==> config.mk <==
export PLATFORM = sky130hd
export DESIGN_NAME = spi_slave
export DESIGN_NICKNAME = d
export VERILOG_FILES = /design/src/rtl/spi_slave.sv
export SDC_FILE = /design/constraint.sdc
export NUM_CORES = 1
export LEC_CHECK = 0
export ABC_AREA = 1
export CAP_MARGIN = 30
export CORE_MARGIN = 10
export CORE_UTILIZATION = 30
export CTS_CLUSTER_DIAMETER = 150
export CTS_CLUSTER_SIZE = 12
export DETAILED_ROUTE_END_ITERATION = 7
export PLACE_DENSITY_LB_ADDON = 0.05
export SLEW_MARGIN = 25
export SYNTH_ARGS = -nofsm -noshare
export SYNTH_HDL_FRONTEND = slang
export SYNTH_SLANG_ARGS = --single-unit
==> constraint.sdc <==
create_clock -name clk -period 2 [get_ports clk]
set_clock_uncertainty 0.1 [all_clocks]
set_input_delay 0.4 -clock clk [delete_from_list [all_inputs] [get_ports clk]]
set_output_delay 0.4 -clock clk [all_outputs]
set_load 0.02 [all_outputs]
==> src/rtl/spi_slave.sv <==
// rtl/spi_slave.sv - SPI target transceiver, all CPOL/CPHA modes, MSB first.
// Optional: define SPI_SLAVE_UNDERRUN_EN to add the tx_underrun pulse output.
module spi_slave #(
  parameter int DATA_W      = 8,
  parameter int SYNC_STAGES = 2
) (
  input  logic              clk,
  input  logic              rst_n,
  input  logic              en,
  input  logic [1:0]        mode,
  input  logic [DATA_W-1:0] tx_data,
  input  logic              tx_load,
  output logic              tx_ready,
  output logic [DATA_W-1:0] rx_data,
  output logic              rx_valid,
  output logic              busy,
  input  logic              sclk,
  input  logic              cs_n,
  input  logic              mosi,
  output logic              miso,
  output logic              miso_oe
`ifdef SPI_SLAVE_UNDERRUN_EN
  ,
  output logic              tx_underrun
`endif
);

  localparam int CNT_W = (DATA_W > 1) ? $clog2(DATA_W) : 1;

  typedef enum logic {IDLE = 1'b0, ACTIVE = 1'b1} state_t;

  logic [SYNC_STAGES-1:0] sclk_sq, cs_sq, mosi_sq;
  logic                   sclk_prev_q;
  state_t                 state_q, state_d;
  logic                   cpol_q, cpol_d, cpha_q, cpha_d;
  logic [CNT_W-1:0]       bit_cnt_q, bit_cnt_d;
  logic [DATA_W-1:0]      rx_shift_q, rx_shift_d, rx_data_q, rx_data_d;
  logic                   rx_valid_q, rx_valid_d;
  logic [DATA_W-1:0]      tx_shift_q, tx_shift_d, tx_buf_q, tx_buf_d;
  logic                   tx_ready_q, tx_ready_d;
  logic                   miso_q, miso_d;
  logic                   consume;

  // Pins settle at their idle levels so no phantom edge appears after reset.
  always_ff @(posedge clk) begin
    if (!rst_n) begin
      sclk_sq     <= {SYNC_STAGES{mode[1]}};
      cs_sq       <= '1;
      mosi_sq     <= '0;
      sclk_prev_q <= mode[1];
    end else begin
      sclk_sq     <= {sclk_sq[SYNC_STAGES-2:0], sclk};
      cs_sq       <= {cs_sq[SYNC_STAGES-2:0], cs_n};
      mosi_sq     <= {mosi_sq[SYNC_STAGES-2:0], mosi};
      sclk_prev_q <= sclk_sq[SYNC_STAGES-1];
    end
  end

  logic sclk_s, cs_s, mosi_s, rise, fall, lead, trail, sample_edge, shift_edge;
  logic [DATA_W-1:0] word_data;

  assign sclk_s      = sclk_sq[SYNC_STAGES-1];
  assign cs_s        = cs_sq[SYNC_STAGES-1];
  assign mosi_s      = mosi_sq[SYNC_STAGES-1];
  assign rise        = sclk_s & ~sclk_prev_q;
  assign fall        = ~sclk_s & sclk_prev_q;
  assign lead        = cpol_q ? fall : rise;
  assign trail       = cpol_q ? rise : fall;
  assign sample_edge = cpha_q ? trail : lead;
  assign shift_edge  = cpha_q ? lead : trail;
  assign word_data   = tx_ready_q ? '0 : tx_buf_q;

  always_comb begin
    state_d    = state_q;
    cpol_d     = cpol_q;
    cpha_d     = cpha_q;
    bit_cnt_d  = bit_cnt_q;
    rx_shift_d = rx_shift_q;
    rx_data_d  = rx_data_q;
    rx_valid_d = 1'b0;
    tx_shift_d = tx_shift_q;
    miso_d     = miso_q;
    tx_buf_d   = tx_buf_q;
    tx_ready_d = tx_ready_q;
    consume    = 1'b0;
    case (state_q)
      IDLE: begin
        if (!cs_s && en) begin
          state_d   = ACTIVE;
          cpol_d    = mode[1];
          cpha_d    = mode[0];
          bit_cnt_d = '0;
          consume   = 1'b1;
          // CPHA=1 waits for the first leading edge to present the MSB.
          if (mode[0]) begin
            tx_shift_d = word_data;
            miso_d     = 1'b0;
          end else begin
            tx_shift_d = word_data << 1;
            miso_d     = word_data[DATA_W-1];
          end
        end
      end
      ACTIVE: begin
        if (cs_s || !en) begin
          state_d   = IDLE;
          bit_cnt_d = '0;
          miso_d    = 1'b0;
        end else begin
          if (shift_edge) begin
            miso_d     = tx_shift_q[DATA_W-1];
            tx_shift_d = tx_shift_q << 1;
          end
          if (sample_edge) begin
            rx_shift_d = {rx_shift_q[DATA_W-2:0], mosi_s};
            if (bit_cnt_q == CNT_W'(DATA_W - 1)) begin
              rx_data_d  = {rx_shift_q[DATA_W-2:0], mosi_s};
              rx_valid_d = 1'b1;
              bit_cnt_d  = '0;
              // Unshifted reload: the next shift edge presents the new MSB.
              tx_shift_d = word_data;
              consume    = 1'b1;
            end else begin
              bit_cnt_d = bit_cnt_q + CNT_W'(1);
            end
          end
        end
      end
      default: state_d = IDLE;
    endcase
    if (consume) tx_ready_d = 1'b1;
    if (tx_load && (tx_ready_q || consume)) begin
      tx_buf_d   = tx_data;
      tx_ready_d = 1'b0;
    end
  end

  always_ff @(posedge clk) begin
    if (!rst_n) begin
      state_q    <= IDLE;
      cpol_q     <= 1'b0;
      cpha_q     <= 1'b0;
      bit_cnt_q  <= '0;
      rx_shift_q <= '0;
      rx_data_q  <= '0;
      rx_valid_q <= 1'b0;
      tx_shift_q <= '0;
      tx_buf_q   <= '0;
      tx_ready_q <= 1'b1;
      miso_q     <= 1'b0;
    end else begin
      state_q    <= state_d;
      cpol_q     <= cpol_d;
      cpha_q     <= cpha_d;
      bit_cnt_q  <= bit_cnt_d;
      rx_shift_q <= rx_shift_d;
      rx_data_q  <= rx_data_d;
      rx_valid_q <= rx_valid_d;
      tx_shift_q <= tx_shift_d;
      tx_buf_q   <= tx_buf_d;
      tx_ready_q <= tx_ready_d;
      miso_q     <= miso_d;
    end
  end

  assign tx_ready = tx_ready_q;
  assign rx_data  = rx_data_q;
  assign rx_valid = rx_valid_q;
  assign busy     = (state_q == ACTIVE);
  assign miso_oe  = (state_q == ACTIVE);
  assign miso     = miso_q;

`ifdef SPI_SLAVE_UNDERRUN_EN
  logic underrun_q;

  always_ff @(posedge clk) begin
    if (!rst_n) underrun_q <= 1'b0;
    else        underrun_q <= consume & tx_ready_q;
  end

  assign tx_underrun = underrun_q;
`endif

endmodule

==> impl_summary.txt, run 1 <==
----------------------------------------------------
[Status]
  Status ... finished, final reports clean

[Pwr]
  VDD IR max ... 0.2642 mV
  Leak Pwr ... ~0.0012 uW
  Cell Pwr Density ... between 600 and 700 nW/um^2

[Synthesis]
  Compound-gate portion of the synthesized area ... 0.1390
  Sequential fraction of the synthesis area ... 0.4037
  Number of instances in the synthesized netlist ... about 310
  Xor/xnor cell area share of the yosys netlist ... 0
  Biggest area contributors in the synthesized netlist ... sky130_fd_sc_hd__dfxtp_1 40%, sky130_fd_sc_hd__nand2_1 13%, sky130_fd_sc_hd__nand3_1 8.8%
  Synthesized flop and latch total ... 47
  Fraction of synthesized cell area taken by the top area cell type ... 0.4037
  Area of the mapped netlist ... about 2300 um^2
  Average cell area after synthesis ... 7.471 um^2
  Adder-cell share of the synthesized area ... 0.01074
  Most common library cells after synthesis ... 79 x sky130_fd_sc_hd__nand2_1, 47 x sky130_fd_sc_hd__dfxtp_1, 41 x sky130_fd_sc_hd__nand3_1
  Mux share of post-synthesis cell area ... 0
  Most used flip-flop cell after synthesis ... sky130_fd_sc_hd__dfxtp_1
  Number of nets in the synthesized netlist ... 331
  Number of unique standard cell types used by synthesis ... 29
  Main combinational cell family by area after synthesis ... simple AND/OR/NAND/NOR gates
  FFs w/ async S/R, synth ... 0
  Leading area contributor after synthesis ... sky130_fd_sc_hd__dfxtp_1
  Count of yosys warnings during synthesis ... 0
  Number of synthesized flops with an enable pin ... 0
  Most common cell in the synthesized netlist ... sky130_fd_sc_hd__nand2_1
  Simple-gate share of the synthesized area ... 0.3360

[Route]
  Length of the first detailed-routing pass in iterations ... 4
  Total wire length after detailed routing ... 5329 um
  Wire length per cell ... 11.82 um
  Post-route ant nets ... 0
  Initial DRC Count ... 49
  Overall via count from detail_route ... 1970
  # DRC ... 0
  Vias per inst ... roughly 4.4

[Clock network]
  Root Buffer Master ... sky130_fd_sc_hd__clkbuf_8
  Maximum clock path buffer count ... 2
  Clock Pin Slew Worst Setup and Hold Paths ... 0.10 ns
  TritonCTS clock tree ... built
  Number of CTS-inserted buffers ... 5
  Worst skew pair latency ... approximately 0.31 ns
  TritonCTS sink count ... between 40 and 50
  # Post-CTS Setup Buffers ... 0
  Gates resized, CTS repair ... 0
  Hold buffer count at CTS ... 0
  Number of levels the H-tree was split into ... 2

[Worst setup path]
  Timing endpoint of the critical path ... miso_oe
  Kind of capture point of the worst setup path ... primary output
  Crit path launch ... busy$_SDFF_PN0_
  Data required time of the critical path ... 1.50 ns
  Classification of the worst setup path ... register to primary output
  Crit-path max FO ... 5
  Reg-to-Reg End ... tx_shift_q[5]$_SDFFE_PN0P_
  Cells along the critical path ... clkdlybuf4s50_1
  Worst reg2reg setup slack ... ~0.37 ns
  Largest delay contributor family on the critical path ... buffers and inverters
  Cell type of the slowest stage on the worst timing path ... sky130_fd_sc_hd__clkdlybuf4s50_1
  Reg2Reg Depth ... 7
  Critical Path Stages ... 1
  Nature of the critical path startpoint ... register
  Buffers & Inverters on Critical Path ... 1
  Critical register-to-register path startpoint ... bit_cnt_q[0]$_SDFFE_PN0P_
  Largest stage delay on the critical path ... around 0.64 ns
  Arrival time of the worst setup path ... roughly 1.4 ns

[Min path]
  Worst hold path class ... register to register
  Count of cells along the worst hold path ... 2

[Timing]
  Number of setup violations in the final report ... 0
  Number of endpoints with negative hold slack in the final report ... 0
  Share of the clock period used by the worst path ... 0.9318
  Worst Tran Pin Value ... about 0.27 ns
  Max Transition Viols Final ... 0
  Final hold slack ... 0.3228 ns
  Setup repair after global routing missed its margin ... false
  Period minus WS final ... around 1.9 ns
  Fmax ... 536.6 MHz
  Aggregate negative setup slack ... 0 ns
  Slew HR ... 0.8195

[Layout]
  Area growth from synthesis to layout ... 23.40%
  Footprint of the multi-input gates ... about 1100 um^2
  Layout net count ... between 300 and 400
  Share of cells above drive strength 1 ... 0.1777
  Count of antenna diodes in the layout ... 0
  Fill cell total of the finished layout ... approximately 840
  Sequential cell area ... about 940 um^2

[Job]
  Number of maximum-capacitance constraint violations ... 0

[Global routing]
  Number of global-route vias before repair ... a little under 2000
  Total congestion overflow ... 0
  Overall fraction of global-route tracks in use ... 0.09758
  Wire length of the first global-routing pass ... 9342 um
  Initial antenna violation count ... 0
  Largest net degree at the start of global routing ... 32

[Die]
  Boundary Pins ... 30
  Number of rows in the core area ... 32
  Chip Width ... roughly 110 um
  Initial standard-cell utilization of the core ... 0.3048
  Die Area ... roughly 12000 um^2
  Placeable core region ... approximately 7600 um^2
  Die Span Y ... about 110 um

[Placement]
  Port-buffer cells ... 29
  Weighted congestion at the end of routability-driven global placement ... between 0.7 and 0.8
  Sum of net half-perimeters after detailed placement ... 4017 um

----------------------------------------------------
[layer usage]
layer	routed length, um	up-vias	global-route usage
li1	-	1073	-
met1	2668	869	0.1315
met2	2394	24	0.1487
met3	221	4	0.02617
met4	45	0	0.02863
met5	0	-	0
[logic make-up after synthesis]
kind of cell    Yosys count
flops                    47
compound gates           52
fa+ha+maj                 2
buf+inv                  55
simple gates            156
[report_power, final]
part | switching, uW | internal, uW
registers | 19.9 | 964
logic | 124 | 95.2
clock network | 347 | 379
total | 490 | 1440
[state kept, by name, indices dropped and copies added, names as in the netlist, 2 cells and up]
name / flops
tx_shift_q: 8
sclk_sq: 2
rx_shift_q: 7
bit_cnt_q: 3
mosi_sq: 2
cs_sq: 2
tx_buf_q: 8
rx_data: 8
[cell usage in the layout (no fill, tap or decap)]
master / Yosys / routed
sky130_fd_sc_hd__nand3_2: 9 / 9
sky130_fd_sc_hd__nand4_4: 1 / 1
sky130_fd_sc_hd__nand2_1: 79 / 79
sky130_fd_sc_hd__nand2_4: 2 / 2
sky130_fd_sc_hd__clkinv_1: 1 / 1
sky130_fd_sc_hd__bufinv_16: 0 / 1
sky130_fd_sc_hd__nand4_1: 1 / 1
sky130_fd_sc_hd__ha_1: 2 / 2
sky130_fd_sc_hd__nor2_8: 1 / 1
sky130_fd_sc_hd__o21ai_0: 10 / 10
sky130_fd_sc_hd__inv_6: 0 / 1
sky130_fd_sc_hd__nand3_4: 1 / 1
sky130_fd_sc_hd__o21ai_1: 4 / 4
sky130_fd_sc_hd__buf_4: 3 / 11
sky130_fd_sc_hd__nand2_2: 2 / 2
sky130_fd_sc_hd__o21ai_2: 7 / 7
sky130_fd_sc_hd__o32ai_1: 1 / 1
sky130_fd_sc_hd__a21oi_1: 21 / 21
sky130_fd_sc_hd__nand3_1: 41 / 41
sky130_fd_sc_hd__a21oi_2: 9 / 9
sky130_fd_sc_hd__nor2_1: 15 / 15
sky130_fd_sc_hd__inv_2: 4 / 4
sky130_fd_sc_hd__or2_2: 2 / 2
sky130_fd_sc_hd__clkdlybuf4s50_1: 0 / 29
sky130_fd_sc_hd__inv_1: 36 / 36
sky130_fd_sc_hd__clkinv_4: 0 / 1
sky130_fd_sc_hd__dfxtp_1: 47 / 47
sky130_fd_sc_hd__clkbuf_8: 0 / 5
sky130_fd_sc_hd__buf_12: 1 / 1
sky130_fd_sc_hd__inv_4: 2 / 2
sky130_fd_sc_hd__nor2_4: 2 / 2
[per-stage QoR]
| stage | instances | utilization | total power [uW] | cell area, um^2 | worst slack [ns] |
|---|---|---|---|---|---|
| after floorplan | 312 | - | 1151 | 2331 | 0.4577 |
| after global placement | 443 | 0.3609 | 1229 | 2760 | -0.02197 |
| after detailed placement | 443 | 0.3609 | 1229 | 2760 | -0.04420 |
| after CTS | 451 | 0.3761 | 1967 | 2877 | 0.1127 |
| after global routing | 451 | 0.3761 | 2030 | 2877 | 0.07169 |
| final | 451 | 0.3761 | 1929 | 2877 | 0.1363 |
[layout make-up]
type	count	area share
Sequential cell	47	0.3271
Clock inverter	3	0.01653
Timing Repair Buffer	41	0.1366
Inverter	43	0.05785
Multi-Input combinational cell	210	0.3937
Tap cell	102	0.04437
Clock buffer	5	0.02392
[worst min path at each step]
stage	slack (ns)	start	endpoint
floorplan	0.29	mosi_sq[0]$_SDFF_PN0_	mosi_sq[1]$_SDFF_PN0_
global placement	0.30	cs_sq[0]$_SDFF_PN1_	cs_sq[1]$_SDFF_PN1_
detailed placement	0.30	mosi_sq[0]$_SDFF_PN0_	mosi_sq[1]$_SDFF_PN0_
CTS	0.33	mosi_sq[0]$_SDFF_PN0_	mosi_sq[1]$_SDFF_PN0_
global route	0.35	cs_sq[0]$_SDFF_PN1_	cs_sq[1]$_SDFF_PN1_
finish	0.32	mosi_sq[0]$_SDFF_PN0_	mosi_sq[1]$_SDFF_PN0_
[tightest hold or removal path: stages (launching register included)]
cell and delay, ns:
sky130_fd_sc_hd__dfxtp_1 0.31, sky130_fd_sc_hd__nand2_1 0.05, sky130_fd_sc_hd__inv_1 0.03
(Power assumes the default switching activity.)
==> run 2: changes to the inputs <==
Settings changed: CAP_MARGIN 30 to 20.
==> results of run 2 <==
The final DEF is identical to that of run 1; final timing and power are the same.
==> run 3: changes to the inputs <==
Settings changed: SKIP_CTS_REPAIR_TIMING set to 1.
==> results of run 3 <==
The final DEF is identical to that of run 1; final timing and power are the same.
